<file path="config.mk">
export PLATFORM = sky130hd
export DESIGN_NAME = button_event_ctrl
export DESIGN_NICKNAME = d
export VERILOG_FILES = /design/src/rtl/button_event_pkg.sv /design/src/rtl/button_event_ctrl_tick_gen.sv /design/src/rtl/button_event_ctrl.sv
export SDC_FILE = /design/constraint.sdc
export NUM_CORES = 1
export LEC_CHECK = 0
export CAP_MARGIN = 10
export CORE_ASPECT_RATIO = 2
export CORE_UTILIZATION = 35
export DETAILED_ROUTE_END_ITERATION = 16
export PLACE_DENSITY = 0.61
export SYNTH_ARGS = -nofsm -noshare
export SYNTH_HDL_FRONTEND = slang
export SYNTH_SLANG_ARGS = --single-unit
</file>
<file path="constraint.sdc">
create_clock -name clk -period 2.1 [get_ports clk]
set_input_delay 0.63 -clock clk [delete_from_list [all_inputs] [get_ports clk]]
set_output_delay 0.63 -clock clk [all_outputs]
set_load 0.01 [all_outputs]
</file>
<file path="src/rtl/button_event_pkg.sv">
`default_nettype none
// ============================================================================
// Module   : button_event_pkg
// Purpose  : Shared definitions for the button event controller: default
//            parameter values, the event-kind encoding produced by the shared
//            key evaluator, and a counter-width helper.
// Ports    : none (package)
// Revision : 1.0 - initial release
// ============================================================================
package button_event_pkg;

    localparam int c_DEF_N_KEYS     = 4;
    localparam int c_DEF_TICK_DIV   = 50000;
    localparam int c_DEF_STABLE_CNT = 3;
    localparam int c_DEF_LONG_CNT   = 200;

    // Outcome of servicing one key on a scan tick.
    typedef enum logic [1:0] {
        EVT_NONE    = 2'd0,
        EVT_PRESS   = 2'd1,
        EVT_RELEASE = 2'd2,
        EVT_LONG    = 2'd3
    } evt_kind_t;

    // Bits needed to hold values 0..max_val; never narrower than one bit so
    // degenerate ranges (max_val == 0) still produce a legal vector.
    function automatic int cnt_width(input int max_val);
        int w;
        w = $clog2(max_val + 1);
        return (w < 1) ? 1 : w;
    endfunction

endpackage
`default_nettype wire

</file>
<file path="src/rtl/button_event_ctrl_tick_gen.sv">
`default_nettype none
// ============================================================================
// Module   : tick_gen
// Purpose  : Free-running prescaler. Counts 0..DIV-1 and wraps; tick is high
//            for exactly the one cycle in which the count equals DIV-1.
// Ports    : clk   - system clock (rising edge)
//            reset - synchronous active-high reset, clears the count
//            tick  - one-cycle strobe every DIV cycles
// Revision : 1.0 - initial release
// ============================================================================
module tick_gen
    import button_event_pkg::*;
#(
    parameter int DIV = c_DEF_TICK_DIV
) (
    input  logic clk,
    input  logic reset,
    output logic tick
);

    localparam int              c_W    = cnt_width(DIV - 1);
    localparam logic [c_W-1:0]  c_LAST = c_W'(DIV - 1);

    logic [c_W-1:0] r_count;

    always_ff @(posedge clk) begin
        if (reset) begin
            r_count <= '0;
        end else if (r_count == c_LAST) begin
            r_count <= '0;
        end else begin
            r_count <= r_count + 1'b1;
        end
    end

    // Decoded straight from the count so the first tick after reset lands
    // DIV cycles after release (count 0 occupies the first cycle).
    assign tick = (r_count == c_LAST);

endmodule
`default_nettype wire

</file>
<file path="src/rtl/button_event_ctrl.sv">
`default_nettype none
// ============================================================================
// Module   : button_event_ctrl
// Purpose  : Debounces N_KEYS active-low push buttons with a single shared
//            evaluator that services one key per prescaler tick in round-robin
//            order, and reports press, release and long-press events.
// Ports    : clk          - system clock (rising edge)
//            reset        - synchronous active-high reset
//            btn_n        - raw asynchronous buttons, 0 = pressed
//            pressed      - debounced level per key, 1 = pressed
//            press_evt    - one-cycle pulse on an accepted press
//            release_evt  - one-cycle pulse on an accepted release
//            long_evt     - one-cycle pulse once a press is held LONG_CNT
//                           services
// Revision : 1.0 - initial release
// ============================================================================
module button_event_ctrl
    import button_event_pkg::*;
#(
    parameter int N_KEYS     = c_DEF_N_KEYS,
    parameter int TICK_DIV   = c_DEF_TICK_DIV,
    parameter int STABLE_CNT = c_DEF_STABLE_CNT,
    parameter int LONG_CNT   = c_DEF_LONG_CNT
) (
    input  logic              clk,
    input  logic              reset,
    input  logic [N_KEYS-1:0] btn_n,
    output logic [N_KEYS-1:0] pressed,
    output logic [N_KEYS-1:0] press_evt,
    output logic [N_KEYS-1:0] release_evt,
    output logic [N_KEYS-1:0] long_evt
);

    localparam int c_IDX_W  = cnt_width(N_KEYS - 1);
    localparam int c_CNT_W  = cnt_width(STABLE_CNT - 1);
    localparam int c_HOLD_W = cnt_width(LONG_CNT);

    localparam logic [c_IDX_W-1:0]  c_IDX_LAST = c_IDX_W'(N_KEYS - 1);
    localparam logic [c_CNT_W-1:0]  c_CNT_LAST = c_CNT_W'(STABLE_CNT - 1);
    localparam logic [c_HOLD_W-1:0] c_HOLD_MAX = c_HOLD_W'(LONG_CNT);
    localparam logic [c_HOLD_W-1:0] c_HOLD_PRE = c_HOLD_W'(LONG_CNT - 1);

    // ------------------------------------------------------------------
    // Two-flop synchronizer; idles at 1 (released) out of reset.
    // ------------------------------------------------------------------
    logic [N_KEYS-1:0] r_sync1;
    logic [N_KEYS-1:0] r_sync2;

    always_ff @(posedge clk) begin
        if (reset) begin
            r_sync1 <= '1;
            r_sync2 <= '1;
        end else begin
            r_sync1 <= btn_n;
            r_sync2 <= r_sync1;
        end
    end

    // ------------------------------------------------------------------
    // Scan tick and round-robin key index.
    // ------------------------------------------------------------------
    logic               w_tick;
    logic [c_IDX_W-1:0] r_scan_idx;

    tick_gen #(
        .DIV   (TICK_DIV)
    ) u_tick_gen (
        .clk   (clk),
        .reset (reset),
        .tick  (w_tick)
    );

    always_ff @(posedge clk) begin
        if (reset) begin
            r_scan_idx <= '0;
        end else if (w_tick) begin
            if (r_scan_idx == c_IDX_LAST) begin
                r_scan_idx <= '0;
            end else begin
                r_scan_idx <= r_scan_idx + 1'b1;
            end
        end
    end

    // ------------------------------------------------------------------
    // Per-key state. Only the entry addressed by r_scan_idx changes on a
    // tick; every other key simply holds.
    // ------------------------------------------------------------------
    logic [N_KEYS-1:0]   r_db;                 // debounced level, 1 = released
    logic [c_CNT_W-1:0]  r_cnt  [N_KEYS];      // consecutive differing samples
    logic [c_HOLD_W-1:0] r_hold [N_KEYS];      // services spent pressed

    // ------------------------------------------------------------------
    // Shared evaluator: one copy of the debounce/hold logic, fed by a mux
    // on r_scan_idx.
    // ------------------------------------------------------------------
    logic                w_sync_sel;
    logic                w_db_sel;
    logic [c_CNT_W-1:0]  w_cnt_sel;
    logic [c_HOLD_W-1:0] w_hold_sel;
    logic                w_db_nxt;
    logic [c_CNT_W-1:0]  w_cnt_nxt;
    logic [c_HOLD_W-1:0] w_hold_nxt;
    evt_kind_t           w_evt;

    assign w_sync_sel = r_sync2[r_scan_idx];
    assign w_db_sel   = r_db[r_scan_idx];
    assign w_cnt_sel  = r_cnt[r_scan_idx];
    assign w_hold_sel = r_hold[r_scan_idx];

    always_comb begin
        w_db_nxt   = w_db_sel;
        w_cnt_nxt  = w_cnt_sel;
        w_hold_nxt = w_hold_sel;
        w_evt      = EVT_NONE;

        // Debounce: a level change is accepted only after STABLE_CNT
        // consecutive services disagree with the current debounced level.
        if (w_sync_sel == w_db_sel) begin
            w_cnt_nxt = '0;
        end else if (w_cnt_sel < c_CNT_LAST) begin
            w_cnt_nxt = w_cnt_sel + 1'b1;
        end else begin
            w_db_nxt  = w_sync_sel;
            w_cnt_nxt = '0;
            w_evt     = w_sync_sel ? EVT_RELEASE : EVT_PRESS;
        end

        // Hold tracking runs on the pre-service level, so the service that
        // accepts a press leaves hold at 0 and counting starts on the next
        // one. Saturation at LONG_CNT makes the long event fire only once.
        if (w_db_sel || (w_evt == EVT_RELEASE)) begin
            w_hold_nxt = '0;
        end else if (w_hold_sel != c_HOLD_MAX) begin
            w_hold_nxt = w_hold_sel + 1'b1;
            if (w_hold_sel == c_HOLD_PRE) begin
                w_evt = EVT_LONG;
            end
        end
    end

    // ------------------------------------------------------------------
    // State write-back and registered event pulses.
    // ------------------------------------------------------------------
    always_ff @(posedge clk) begin
        if (reset) begin
            r_db        <= '1;
            press_evt   <= '0;
            release_evt <= '0;
            long_evt    <= '0;
            for (int k = 0; k < N_KEYS; k++) begin
                r_cnt[k]  <= '0;
                r_hold[k] <= '0;
            end
        end else begin
            press_evt   <= '0;
            release_evt <= '0;
            long_evt    <= '0;
            if (w_tick) begin
                r_db[r_scan_idx]   <= w_db_nxt;
                r_cnt[r_scan_idx]  <= w_cnt_nxt;
                r_hold[r_scan_idx] <= w_hold_nxt;
                case (w_evt)
                    EVT_PRESS:   press_evt[r_scan_idx]   <= 1'b1;
                    EVT_RELEASE: release_evt[r_scan_idx] <= 1'b1;
                    EVT_LONG:    long_evt[r_scan_idx]    <= 1'b1;
                    default:     ;
                endcase
            end
        end
    end

    // Derived from the debounced register, so it changes on the same edge
    // that launches the corresponding event pulse.
    assign pressed = ~r_db;

endmodule
`default_nettype wire

</file>
==> metrics <==
status complete, but fails checks; failing checks negative setup slack; Worst R2R Setup Slack -0.02 ns; Die ar. around 11000 µm²; fmax roughly 470 MHz; area leader, netlist edfxtp_1; Die Y 147 µm; most common cell in the netlist dfxtp_1; XOR/XNOR Fraction of Synth Area under 10%; largest net degree at the start of global routing 16; CTS tree done; Rows 52; Yosys Warn Count 0; Clock transition at path regs ~0.06 ns; Worst setup SP type flip-flop; Ports 22; clk_lat worst skew ~0.33 ns; Die X ~74 µm; layout cells sized above 1 a little under two fifths; gr usage total roughly 18%; crit path max fanout 7; data required time of the critical path ~2.2 ns; Synth Area in Simple Gates about a fifth; cells after synthesis approximately 320; buffer depth of the longest clock path 2; reg-to-reg endpoint r_hold[0][3]; Critical-path top delay cell mux4_2; crit path buf inv count 4; post-synthesis sequential area ratio 56.7%; post-synthesis adder-cell area fraction between 2 and 2.5%; Core Region approximately 10000 µm²; commonest cells in the netlist dfxtp_1 (44), edfxtp_1 (40), nor2_1 (29); final core utilization between 50% and 60%; max reg flops 32; DP Wirelength around 6400 µm; Iteration-0 DRC Markers 92; Slew @ Worst Pin 0.571 ns; CP Depth 8; DR vias/cell 4.99; Hold-fix buffers, CTS 0; Cell Chain, Critical Path buf_12, mux4_2, buf_6, buf_4, nand3_1, xor2_1, buf_4, nor3_2; Mapped Area between 3000 and 4000 µm²; detailed-route via count between 2000 and 3000; CP Capture Type flip-flop; P_int between 2 and 3 mW; total CTS buffers 9; Pleak 1.82 nW; n_diodes 0; P_sw between 600 and 700 µW; count of input and output buffers 21; DR WL/cell about 16 µm; DRT Pass-1 Iters 4; CP delay by family, top buffers and inverters; RSZ-0062 raised after global routing true; biggest regs r_hold: 32 flops, u_tick_gen.r_count: 16 flops, r_cnt: 8 flops; Largest Register r_hold; total length of routed wires around 9000 µm; largest cells by area after synthesis edfxtp_1 (33%), dfxtp_1 (24%), mux4_2 (6.7%), nor3_1 (3.8%), xnor2_1 (3.3%); sequential cell area approximately 2100 µm²; Power per Cell Area approximately 640 nW/µm²; antenna-violating nets left 0; Final Cell Area between 5000 and 6000 µm²; number of flops mapped to enable cells by yosys 40; Hold Fails Final Rpt 0; VDD IR max around 0.56 mV; synthesis-to-layout area growth 42.3%; min Tclk post-route around 2.1 ns; clock root cell clkbuf_16; Final setup viols 9; clock sinks 84; fin crit share 101%; worst r2r path cells 8; multiplexer share of the synthesized area 7.87%; CP max stage delay 0.54 ns; post-synth cell types between 40 and 50; Max-cap violations 0; vias in the first global route about 2800; GPL Wtd Cong between 0.7 and 0.8; nets about 420; Post-DP Area about 4500 µm²; CP endpoint r_hold[0][3]; combinational fraction of design power ~4.8%; Sw Share roughly a fifth; Flop pwr share 52.7%; H-tree levels 3; ys flop type dfxtp_1; first-pass GRT wire length roughly 14000 µm; Async SR Flop Fraction 0%; initial antenna violation count 0; area of the multi-input gates between 1500 and 2000 µm²; FILL cells ~920; CP arrival 2.21 ns; largest family of logic cells by synthesized area simple AND/OR/NAND/NOR gates; initial core utilization a little over a third; gr ovfl total 0; Post-Syn Nets 330; # DRC 0; Yosys reg bits 84; Compound-Gate Fraction of Synth Area between 5 and 6%; final slew viol count 0; final clock skew 0.00609 ns; CP most frequent cell buf_4; min-delay worst type reg -> reg; Avg Inst Size Synth 11.6 µm²; Rel. slew slack around three fifths; Worst Setup Slack, final -0.0215 ns; Synth top area share between 30% and 40%; crit path kind reg -> reg; clock group share of total power a little over two fifths
-- final cells by class --
cell class	instances	area share, %
Multi-Input combinational cell	198	33.2
Timing Repair Buffer	89	17.0
Sequential cell	84	39.9
Inverter	22	1.58
Clock buffer	11	4.64
Tap cell	135	3.23
Clock inverter	5	0.479
-- repair_timing --
item,4_1_cts,5_1_grt
setup buffers,2,7
setup endpoints to repair,52,71
pin swaps,5,11
gates resized for setup,21,37
gates cloned,2,2
-- metal layers --
layer | GRT usage, % | up-vias | routed length, µm | share of wire (%)
li1 | - | 1317 | - | -
met1 | 16.5 | 1341 | 2940 | 33
met2 | 33.8 | 39 | 5640 | 63
met3 | 3.50 | 17 | 168 | 1.9
met4 | 8.58 | 0 | 228 | 2.5
met5 | 0 | - | 0 | 0
-- logic make-up (layout without fill, tap and decap cells) --
family                   Yosys count  after routing
AND/OR/NAND/NOR                  129            129
flip-flops                        84             84
AO/OA/AOI/OAI                     30             30
XOR/XNOR                          17             17
buffers and inverters             35            127
adder cells (fa/ha/maj)            7              7
multiplexers                      15             15
-- power by group through the flow --
| stage | sequential [mW] | clock (mW) | combinational, mW |
|---|---|---|---|
| 2_1_floorplan | 1.79 | 0 | 0.0692 |
| 3_3_place_gp | 1.80 | 0 | 0.131 |
| 3_5_place_dp | 1.80 | 0 | 0.133 |
| 4_1_cts | 1.76 | 1.46 | 0.140 |
| 5_1_grt | 1.76 | 1.51 | 0.170 |
| 6_report | 1.76 | 1.42 | 0.159 |
-- through the flow --
step | hold slack [ns] | std cells | setup slack [ns] | power [mW] | TNS [ns]
final | 0.411 | 544 | -0.0215 | 3.34 | -0.134
after global routing | 0.425 | 544 | -0.120 | 3.44 | -1.84
after CTS | 0.416 | 535 | -0.0193 | 3.36 | -0.0547
after detailed placement | 0.403 | 515 | -0.242 | 1.93 | -9.46
after global placement | 0.392 | 515 | -0.224 | 1.93 | -8.19
after floorplan | 0.389 | 317 | -0.00781 | 1.86 | -0.0995
-- worst min path at each step --
stage                    start         end  depth (start not counted)
floorplan           r_sync1[0]  r_sync2[0]                          1
CTS                 r_sync1[3]  r_sync2[3]                          1
finish              r_sync1[3]  r_sync2[3]                          1
global placement    r_sync1[3]  r_sync2[3]                          1
global route        r_sync1[3]  r_sync2[3]                          1
detailed placement  r_sync1[2]  r_sync2[2]                          1
-- cell usage in the layout (no fill, tap or decap), drive strengths merged, types with 9 or more instances in the layout --
master	Yosys	layout
clkbuf	6	13
buf	7	66
nor3	28	28
inv	22	24
or2	10	10
a21oi	10	10
dfxtp	44	44
nor2	29	29
nand3	9	9
clkdlybuf4s50	0	21
nand2	13	13
xnor2	14	14
mux4	11	11
edfxtp	40	40
Power figures use the tool's default switching activity.
